`config.mk`:
```
export PLATFORM = sky130hd
export DESIGN_NAME = fetch_btb_predictor_flat
export DESIGN_NICKNAME = d
export VERILOG_FILES = /design/src/rtl/fetch_btb_predictor_pkg.sv /design/src/rtl/fetch_btb_predictor_if.sv /design/src/rtl/fetch_btb_predictor_btb_entry_array.sv /design/src/rtl/fetch_btb_predictor.sv /design/src/flat_wrapper.sv
export SDC_FILE = /design/constraint.sdc
export NUM_CORES = 2
export LEC_CHECK = 0
export BUFFER_PORTS_ARGS = -buffer_cell sky130_fd_sc_hd__buf_2
export CAP_MARGIN = 10
export CORE_MARGIN = 5
export CORE_UTILIZATION = 50
export CTS_CLUSTER_DIAMETER = 150
export DETAILED_ROUTE_END_ITERATION = 12
export PLACE_DENSITY = 0.66
export SKIP_CTS_REPAIR_TIMING = 1
export SLEW_MARGIN = 40
export SYNTH_ARGS = -nofsm -noshare
export SYNTH_HDL_FRONTEND = slang
export SYNTH_SLANG_ARGS = --single-unit
```
`constraint.sdc`:
```
create_clock -name clk -period 17.9 [get_ports clk]
set_clock_uncertainty 0.1 [all_clocks]
set_input_delay 1.79 -clock clk [delete_from_list [all_inputs] [get_ports clk]]
set_output_delay 1.79 -clock clk [all_outputs]
set_load 0.05 [all_outputs]
```
`src/rtl/fetch_btb_predictor_pkg.sv`:
```
// Shared definitions for the fetch-stage branch target buffer:
// counter states, the saturating counter step and PC index/tag slicing.
package fetch_btb_predictor_pkg;

  typedef logic [1:0] ctr_t;

  localparam ctr_t CTR_SNT = 2'b00;
  localparam ctr_t CTR_WNT = 2'b01;
  localparam ctr_t CTR_WT  = 2'b10;
  localparam ctr_t CTR_ST  = 2'b11;

  // One training step of a 2-bit saturating direction counter.
  function automatic ctr_t ctr_next(ctr_t ctr, logic taken);
    ctr_t result;
    if (taken) begin
      result = (ctr == CTR_ST) ? CTR_ST : ctr + 2'd1;
    end else begin
      result = (ctr == CTR_SNT) ? CTR_SNT : ctr - 2'd1;
    end
    return result;
  endfunction

  // Table index taken from the word-address bits just above the byte offset.
  function automatic logic [31:0] pc_index(logic [31:0] pc, int unsigned idx_w);
    return (pc >> 2) & ((32'd1 << idx_w) - 32'd1);
  endfunction

  // Tag taken from the bits directly above the index field.
  function automatic logic [31:0] pc_tag(logic [31:0] pc, int unsigned idx_w,
                                         int unsigned tag_w);
    return (pc >> (idx_w + 2)) & ((32'd1 << tag_w) - 32'd1);
  endfunction

endpackage

```
`src/rtl/fetch_btb_predictor_if.sv`:
```
// Fetch/execute-side bundle of the BTB: lookup request, training update,
// registered prediction and the hit counter.
interface fetch_btb_predictor_if;

  logic        stall;
  logic        flush;
  logic        lookup_valid;
  logic [31:0] lookup_pc;
  logic        upd_valid;
  logic [31:0] upd_pc;
  logic        upd_taken;
  logic [31:0] upd_target;
  logic        pred_valid;
  logic        pred_hit;
  logic        pred_taken;
  logic [31:0] pred_next_pc;
  logic [31:0] hit_count;

  modport master (
    output stall, flush, lookup_valid, lookup_pc,
    output upd_valid, upd_pc, upd_taken, upd_target,
    input  pred_valid, pred_hit, pred_taken, pred_next_pc, hit_count
  );

  modport slave (
    input  stall, flush, lookup_valid, lookup_pc,
    input  upd_valid, upd_pc, upd_taken, upd_target,
    output pred_valid, pred_hit, pred_taken, pred_next_pc, hit_count
  );

endinterface

```
`src/rtl/fetch_btb_predictor_btb_entry_array.sv`:
```
// Direct-mapped BTB storage: valid, tag, target and counter per entry.
// One combinational lookup read port, one write port that also exposes the
// current contents of the entry it addresses, and a single-cycle flush.
module btb_entry_array
  import fetch_btb_predictor_pkg::*;
#(
  parameter int   ENTRIES  = 64,
  parameter int   TAG_W    = 8,
  parameter ctr_t CTR_INIT = 2'b01,
  parameter int   IDX_W    = $clog2(ENTRIES)
) (
  input  logic             clk,
  input  logic             reset,
  input  logic             flush,
  input  logic [IDX_W-1:0] rd_idx,
  output logic             rd_valid,
  output logic [TAG_W-1:0] rd_tag,
  output logic [31:0]      rd_target,
  output ctr_t             rd_ctr,
  input  logic [IDX_W-1:0] wr_idx,
  output logic             cur_valid,
  output logic [TAG_W-1:0] cur_tag,
  output logic [31:0]      cur_target,
  output ctr_t             cur_ctr,
  input  logic             wr_en,
  input  logic [TAG_W-1:0] wr_tag,
  input  logic [31:0]      wr_target,
  input  ctr_t             wr_ctr
);

  logic [ENTRIES-1:0] valid_mem;
  ctr_t               ctr_mem    [ENTRIES];
  logic [TAG_W-1:0]   tag_mem    [ENTRIES];
  logic [31:0]        target_mem [ENTRIES];

  assign rd_valid   = valid_mem[rd_idx];
  assign rd_tag     = tag_mem[rd_idx];
  assign rd_target  = target_mem[rd_idx];
  assign rd_ctr     = ctr_mem[rd_idx];

  assign cur_valid  = valid_mem[wr_idx];
  assign cur_tag    = tag_mem[wr_idx];
  assign cur_target = target_mem[wr_idx];
  assign cur_ctr    = ctr_mem[wr_idx];

  // Valid bits and counters: reset/flush restore the initial state, flush beats a write.
  always_ff @(posedge clk or posedge reset) begin
    if (reset) begin
      valid_mem <= '0;
      for (int i = 0; i < ENTRIES; i++) ctr_mem[i] <= CTR_INIT;
    end else if (flush) begin
      valid_mem <= '0;
      for (int i = 0; i < ENTRIES; i++) ctr_mem[i] <= CTR_INIT;
    end else if (wr_en) begin
      valid_mem[wr_idx] <= 1'b1;
      ctr_mem[wr_idx]   <= wr_ctr;
    end
  end

  // Tags and targets carry no reset; they only matter behind a set valid bit.
  always_ff @(posedge clk) begin
    if (wr_en && !flush) begin
      tag_mem[wr_idx]    <= wr_tag;
      target_mem[wr_idx] <= wr_target;
    end
  end

endmodule

```
`src/rtl/fetch_btb_predictor.sv`:
```
// Per-PC branch target buffer beside the fetch PC register. A lookup is
// answered with a registered predicted-next-PC one cycle later; resolved
// branches from execute train the table.
module fetch_btb_predictor
  import fetch_btb_predictor_pkg::*;
#(
  parameter int   ENTRIES  = 64,
  parameter int   TAG_W    = 8,
  parameter ctr_t CTR_INIT = 2'b01
) (
  input  logic                  clk,
  input  logic                  reset,
  fetch_btb_predictor_if.slave  bus
);

  localparam int IDX_W = $clog2(ENTRIES);

  logic [IDX_W-1:0] lookup_idx;
  logic [TAG_W-1:0] lookup_tag;
  logic [IDX_W-1:0] upd_idx;
  logic [TAG_W-1:0] upd_tag;

  logic             rd_valid;
  logic [TAG_W-1:0] rd_tag;
  logic [31:0]      rd_target;
  ctr_t             rd_ctr;
  logic             cur_valid;
  logic [TAG_W-1:0] cur_tag;
  logic [31:0]      cur_target;
  ctr_t             cur_ctr;

  logic             wr_en;
  logic [31:0]      wr_target;
  ctr_t             wr_ctr;

  logic             look_hit;
  logic             look_taken;
  logic [31:0]      look_next_pc;
  logic             upd_hit;

  logic             pred_valid_q;
  logic             pred_hit_q;
  logic             pred_taken_q;
  logic [31:0]      pred_next_pc_q;
  logic [31:0]      hit_count_q;

  assign lookup_idx = IDX_W'(pc_index(bus.lookup_pc, IDX_W));
  assign lookup_tag = TAG_W'(pc_tag(bus.lookup_pc, IDX_W, TAG_W));
  assign upd_idx    = IDX_W'(pc_index(bus.upd_pc, IDX_W));
  assign upd_tag    = TAG_W'(pc_tag(bus.upd_pc, IDX_W, TAG_W));

  btb_entry_array #(
    .ENTRIES  (ENTRIES),
    .TAG_W    (TAG_W),
    .CTR_INIT (CTR_INIT),
    .IDX_W    (IDX_W)
  ) entries (
    .clk        (clk),
    .reset      (reset),
    .flush      (bus.flush),
    .rd_idx     (lookup_idx),
    .rd_valid   (rd_valid),
    .rd_tag     (rd_tag),
    .rd_target  (rd_target),
    .rd_ctr     (rd_ctr),
    .wr_idx     (upd_idx),
    .cur_valid  (cur_valid),
    .cur_tag    (cur_tag),
    .cur_target (cur_target),
    .cur_ctr    (cur_ctr),
    .wr_en      (wr_en),
    .wr_tag     (upd_tag),
    .wr_target  (wr_target),
    .wr_ctr     (wr_ctr)
  );

  assign look_hit     = rd_valid && (rd_tag == lookup_tag);
  assign look_taken   = look_hit && rd_ctr[1];
  assign look_next_pc = look_taken ? rd_target : bus.lookup_pc + 32'd4;
  assign upd_hit      = cur_valid && (cur_tag == upd_tag);

  // Training decision: strengthen/weaken on a hit, allocate on a taken miss, drop under flush.
  always_comb begin
    wr_en     = 1'b0;
    wr_target = cur_target;
    wr_ctr    = cur_ctr;
    if (bus.upd_valid && !bus.flush) begin
      if (upd_hit) begin
        wr_en  = 1'b1;
        wr_ctr = ctr_next(cur_ctr, bus.upd_taken);
        if (bus.upd_taken) wr_target = bus.upd_target;
      end else if (bus.upd_taken) begin
        wr_en     = 1'b1;
        wr_ctr    = CTR_WT;
        wr_target = bus.upd_target;
      end
    end
  end

  // Prediction register: capture accepted lookups, drop valid on an idle cycle, hold under stall.
  always_ff @(posedge clk or posedge reset) begin
    if (reset) begin
      pred_valid_q   <= 1'b0;
      pred_hit_q     <= 1'b0;
      pred_taken_q   <= 1'b0;
      pred_next_pc_q <= '0;
    end else if (!bus.stall) begin
      if (bus.lookup_valid) begin
        pred_valid_q   <= 1'b1;
        pred_hit_q     <= look_hit;
        pred_taken_q   <= look_taken;
        pred_next_pc_q <= look_next_pc;
      end else begin
        pred_valid_q   <= 1'b0;
      end
    end
  end

  // Saturating count of accepted lookups that hit; flush leaves it alone.
  always_ff @(posedge clk or posedge reset) begin
    if (reset) begin
      hit_count_q <= '0;
    end else if (!bus.stall && bus.lookup_valid && look_hit && (hit_count_q != 32'hFFFF_FFFF)) begin
      hit_count_q <= hit_count_q + 32'd1;
    end
  end

  assign bus.pred_valid   = pred_valid_q;
  assign bus.pred_hit     = pred_hit_q;
  assign bus.pred_taken   = pred_taken_q;
  assign bus.pred_next_pc = pred_next_pc_q;
  assign bus.hit_count    = hit_count_q;

endmodule

```
`src/flat_wrapper.sv`:
```
// flat-port wrapper written by rule: the top's interface ports become plain ports
module fetch_btb_predictor_flat import fetch_btb_predictor_pkg::*;
#(
  parameter int   ENTRIES  = 64,
  parameter int   TAG_W    = 8,
  parameter ctr_t CTR_INIT = 2'b01
)
  (clk, reset, bus_stall, bus_flush, bus_lookup_valid, bus_lookup_pc, bus_upd_valid, bus_upd_pc, bus_upd_taken, bus_upd_target, bus_pred_valid, bus_pred_hit, bus_pred_taken, bus_pred_next_pc, bus_hit_count);
  fetch_btb_predictor_if bus_i ();
  input  logic clk;
  input  logic reset;
  input wire logic [$bits(bus_i.stall)-1:0] bus_stall;
  input wire logic [$bits(bus_i.flush)-1:0] bus_flush;
  input wire logic [$bits(bus_i.lookup_valid)-1:0] bus_lookup_valid;
  input wire logic [$bits(bus_i.lookup_pc)-1:0] bus_lookup_pc;
  input wire logic [$bits(bus_i.upd_valid)-1:0] bus_upd_valid;
  input wire logic [$bits(bus_i.upd_pc)-1:0] bus_upd_pc;
  input wire logic [$bits(bus_i.upd_taken)-1:0] bus_upd_taken;
  input wire logic [$bits(bus_i.upd_target)-1:0] bus_upd_target;
  output wire logic [$bits(bus_i.pred_valid)-1:0] bus_pred_valid;
  output wire logic [$bits(bus_i.pred_hit)-1:0] bus_pred_hit;
  output wire logic [$bits(bus_i.pred_taken)-1:0] bus_pred_taken;
  output wire logic [$bits(bus_i.pred_next_pc)-1:0] bus_pred_next_pc;
  output wire logic [$bits(bus_i.hit_count)-1:0] bus_hit_count;
  assign bus_i.stall = bus_stall;
  assign bus_i.flush = bus_flush;
  assign bus_i.lookup_valid = bus_lookup_valid;
  assign bus_i.lookup_pc = bus_lookup_pc;
  assign bus_i.upd_valid = bus_upd_valid;
  assign bus_i.upd_pc = bus_upd_pc;
  assign bus_i.upd_taken = bus_upd_taken;
  assign bus_i.upd_target = bus_upd_target;
  assign bus_pred_valid = bus_i.pred_valid;
  assign bus_pred_hit = bus_i.pred_hit;
  assign bus_pred_taken = bus_i.pred_taken;
  assign bus_pred_next_pc = bus_i.pred_next_pc;
  assign bus_hit_count = bus_i.hit_count;
  fetch_btb_predictor #(.ENTRIES(ENTRIES), .TAG_W(TAG_W), .CTR_INIT(CTR_INIT)) u_core (.clk(clk), .reset(reset), .bus(bus_i));
endmodule
```
==> flow_metrics.py <==
metrics = {
    "drt": {
        "wirelength_mm": 321,
        "drc_errors": 0,
        "ant_nets": 0,
        "vias": 61008,
        "wl_per_cell_um": 34.9,
        "vias_per_cell": 6.64,
        "drt-pass1-iter-count": 8,
        "initialDrtViolationCount": 8527,
    },
    "timing": {
        "fin_crit_ns": 7.92,
        "max_freq_ghz": 0.126,
        "tightest_slew_ns": 0.936,
        "whs_ns": 0.387,
        "hold_violations": 0,
        "grt_setup_unrepaired": "false",
        "finalSetupTns_ns": 0,
        "relSlewSlack_pct": 37.4,
        "drv_slew": 0,
        "finalCritPeriodShare_pct": 44.3,
        "setup_viol": 0,
    },
    "critical_path": {
        "crit_required_ns": 18.32,
        "cp-start-kind": "input pin",
        "end_kind": "flop",
        "crit_arrival_ns": 8.34,
        "path_class": "input pin to flop",
        "crit_fanout": 64,
    },
    "synth": {
        "synth_area_leader_cell": "edfxtp_1",
        "synth_edf_count": 2560,
        "synth_warnings": 0,
        "synth_area_per_cell_um2": 20.6,
        "ys_ff_latch": 2819,
        "yosysSeqAreaShare_pct": 71.7,
        "synthCells": 5663,
        "synth_area_leaders": "edfxtp_1 66%, mux4_2 18%, dfrtp_1 4.2%",
        "async_reset_ff_share_pct": 9.19,
        "yosysUniqueCellTypes": 76,
        "synth_fp_nets": 5768,
        "synthFlopType": "edfxtp_1",
        "synthesis.area_um2": 116000,
        "yosys.area.top_type_share_pct": 66.0,
    },
    "pwr": {
        "p_per_area_nw_per_um2": 108,
        "clkPwrFrac_pct": 42.8,
        "leakagePower_nw": 43.0,
        "p_comb_share_pct": 6.1,
        "p_int_mw": 11.0,
        "power_switching_mw": 3.08,
        "peakVddDrop_mv": 0.0892,
        "sequentialPowerShare_pct": 51.1,
        "swShare_pct": 21.8,
    },
    "global_routing": {
        "grt_first_pass_wirelength_mm": 456,
        "grt_use_total_pct": 26.2,
        "grt_pass1_vias": 61228,
        "grt_max_degree": 101,
        "overflow": 0,
        "antenna_found_initial": 27,
    },
    "clocking": {
        "cts.clk_slew.worst_paths_ns": 0.06,
        "cts_tree": "built",
        "root_buffer": "clkbuf_16",
        "h-tree-depth": 5,
        "clk_path_buf_depth": 4,
        "clock_sinks": 2819,
        "cts_buffers": 302,
        "clkLatencyLatePin_ns": 0.93,
    },
    "placement": {
        "dp_hpwl_mm": 186,
        "dp.cells": 8645,
        "place.gp.congestion": 0.891,
        "placement.io_buffers": 151,
    },
    "finish": {
        "drive_gt1_share_pct": 31.4,
        "instances_no_fill": 9182,
        "nets": 6014,
        "final_common_cell": "edfxtp_1",
        "num-fill-cells": 17133,
        "layout_common_cells": "2,560 x edfxtp_1, 907 x mux4_2, 307 x clkbuf_16",
        "multi_input_area_um2": 31300,
        "seq_area_um2": 83400,
        "area_delta_synth_final_pct": 12.5,
    },
    "floorplanning": {
        "coreArea_um2": 232000,
        "initial_core_util_pct": 50.2,
        "io_pins": 170,
        "die_area_um2": 243000,
        "die_w_um": 493,
        "die_h_um": 493,
        "num_rows": 177,
    },
    "outcome": {
        "status": "complete, no violations",
    },
    "run": {
        "max-cap-violations": 0,
    },
    "min_path": {
        "hp-class": "flop to flop",
    },
}
[power by group through the flow]
stage / clock, mW / combinational, mW / sequential (mW)
after floorplan: 0 / 0.459 / 7.38
final: 6.05 / 0.861 / 7.21
after CTS: 6.12 / 0.858 / 7.21
after global placement: 0 / 0.840 / 7.35
after global routing: 6.41 / 0.897 / 7.21
after detailed placement: 0 / 0.857 / 7.35
[through the flow]
stage               area [um2]  util (%)  worst slack, ns  power [mW]
CTS                     131000      56.4            10.33        14.2
global placement        121000      52.2             9.27        8.19
finish                  131000      56.5             9.98        14.1
detailed placement      121000      52.3             9.37        8.21
global route            131000      56.4             9.92        14.5
floorplan               116000         -             8.99        7.84
[cell type report]
| class | count | share of cell area, % |
|---|---|---|
| Tap cell | 3043 | 2.91 |
| Clock buffer | 364 | 6.07 |
| Sequential cell | 2819 | 63.7 |
| Inverter | 138 | 0.401 |
| Timing Repair Buffer | 322 | 1.88 |
| Antenna cell | 9 | 0.0172 |
| Clock inverter | 161 | 1.15 |
| Multi-Input combinational cell | 2326 | 23.9 |
[path summary, 6_finish.rpt]
| kind | startpoint | endpoint | slack [ns] | depth (start not counted) |
|---|---|---|---|---|
| hold / removal | u_core.bus.pred_next_pc[13]$_DFFE_PP0P_ | u_core.bus.pred_next_pc[13]$_DFFE_PP0P_ | 0.39 | 2 |
| hold reg to reg | u_core.bus.pred_next_pc[13]$_DFFE_PP0P_ | u_core.bus.pred_next_pc[13]$_DFFE_PP0P_ | 0.39 | 2 |
| setup reg to reg | u_core.entries.valid_mem[30]$_DFFE_PP0P_ | u_core.entries.tag_mem[20][3]$_DFFE_PP_ | 12.72 | 11 |
| setup / recovery | bus_upd_pc[2] | u_core.entries.tag_mem[20][3]$_DFFE_PP_ | 9.98 | 16 |
| min in group asynchronous | reset | u_core.bus.hit_count[5]$_DFFE_PP0P_ | 0.86 | 2 |
| max in group asynchronous | reset | u_core.entries.ctr_mem[8]$_DFFE_PP1P_ | 15.31 | 4 |
[Yosys cell counts (6+ instances only)]
cell type	instances
or3_4	60
o22ai_1	52
a211oi_1	12
a31oi_1	12
inv_1	136
nand2_1	95
a22oi_1	59
and4_1	6
buf_1	52
mux2_2	39
a22o_1	33
nor3b_1	7
o2bb2ai_1	8
and3_1	16
dfrtp_1	195
nand3_1	39
mux2i_1	214
xor2_1	14
a221oi_1	36
clkbuf_1	192
o21ai_0	50
mux4_2	907
or3b_2	7
edfxtp_1	2560
dfstp_2	64
nor3_1	7
a221o_1	79
nand4_1	22
buf_6	20
buf_2	93
nor2_1	176
o21ai_1	22
a21oi_1	97
nand3b_1	7
xnor2_1	58
buf_4	23
nand2b_1	80
nor4_1	6
o221ai_1	9
nor2b_1	14
and2_1	14
[state kept, by name, indices dropped and copies added (netlist names)]
name and count:
u_core.entries.target_mem 2048, u_core.bus.hit_count 32, u_core.bus.pred_next_pc 32, u_core.bus.pred_hit 1, u_core.entries.valid_mem 64, u_core.entries.ctr_mem 128
u_core.entries.tag_mem 512, u_core.bus.pred_valid 1, u_core.bus.pred_taken 1
[critical path, cell delays in order]
cell and delay, ns:
buf_4 0.11, buf_4 0.56, buf_4 0.54, buf_4 0.69
nand2b_1 0.21, buf_4 0.34, o22ai_1 0.16, a2111oi_0 0.51
nand4_1 0.25, a2111oi_0 0.77, o21ai_1 0.21, nor4_2 0.55
a21oi_4 0.10, buf_4 0.39, or3_1 0.52, inv_1 0.53
[routing by layer]
| layer | vias up | wire length, um | GRT usage (%) |
|---|---|---|---|
| met1 | 32841 | 126000 | 37.4 |
| met4 | 0 | 12400 | 9.23 |
| li1 | 24189 | - | - |
| met5 | - | 0 | 0 |
| met3 | 597 | 29200 | 4.79 |
| met2 | 3381 | 154000 | 41.4 |
[logic make-up (layout without fill, tap and decap cells)]
family                   Yosys count  count (layout)  share of synthesized area, %
adder cells (fa/ha/maj)            3               3                        0.0301
XOR/XNOR                          72              72                         0.542
AO/OA/AOI/OAI                    513             513                          3.19
buffers and inverters            518             985                          1.97
multiplexers                    1163            1163                          19.8
other                              0               9                             0
flip-flops                      2819            2819                          71.7
AND/OR/NAND/NOR                  575             575                          2.81
(Power assumes the default switching activity.)
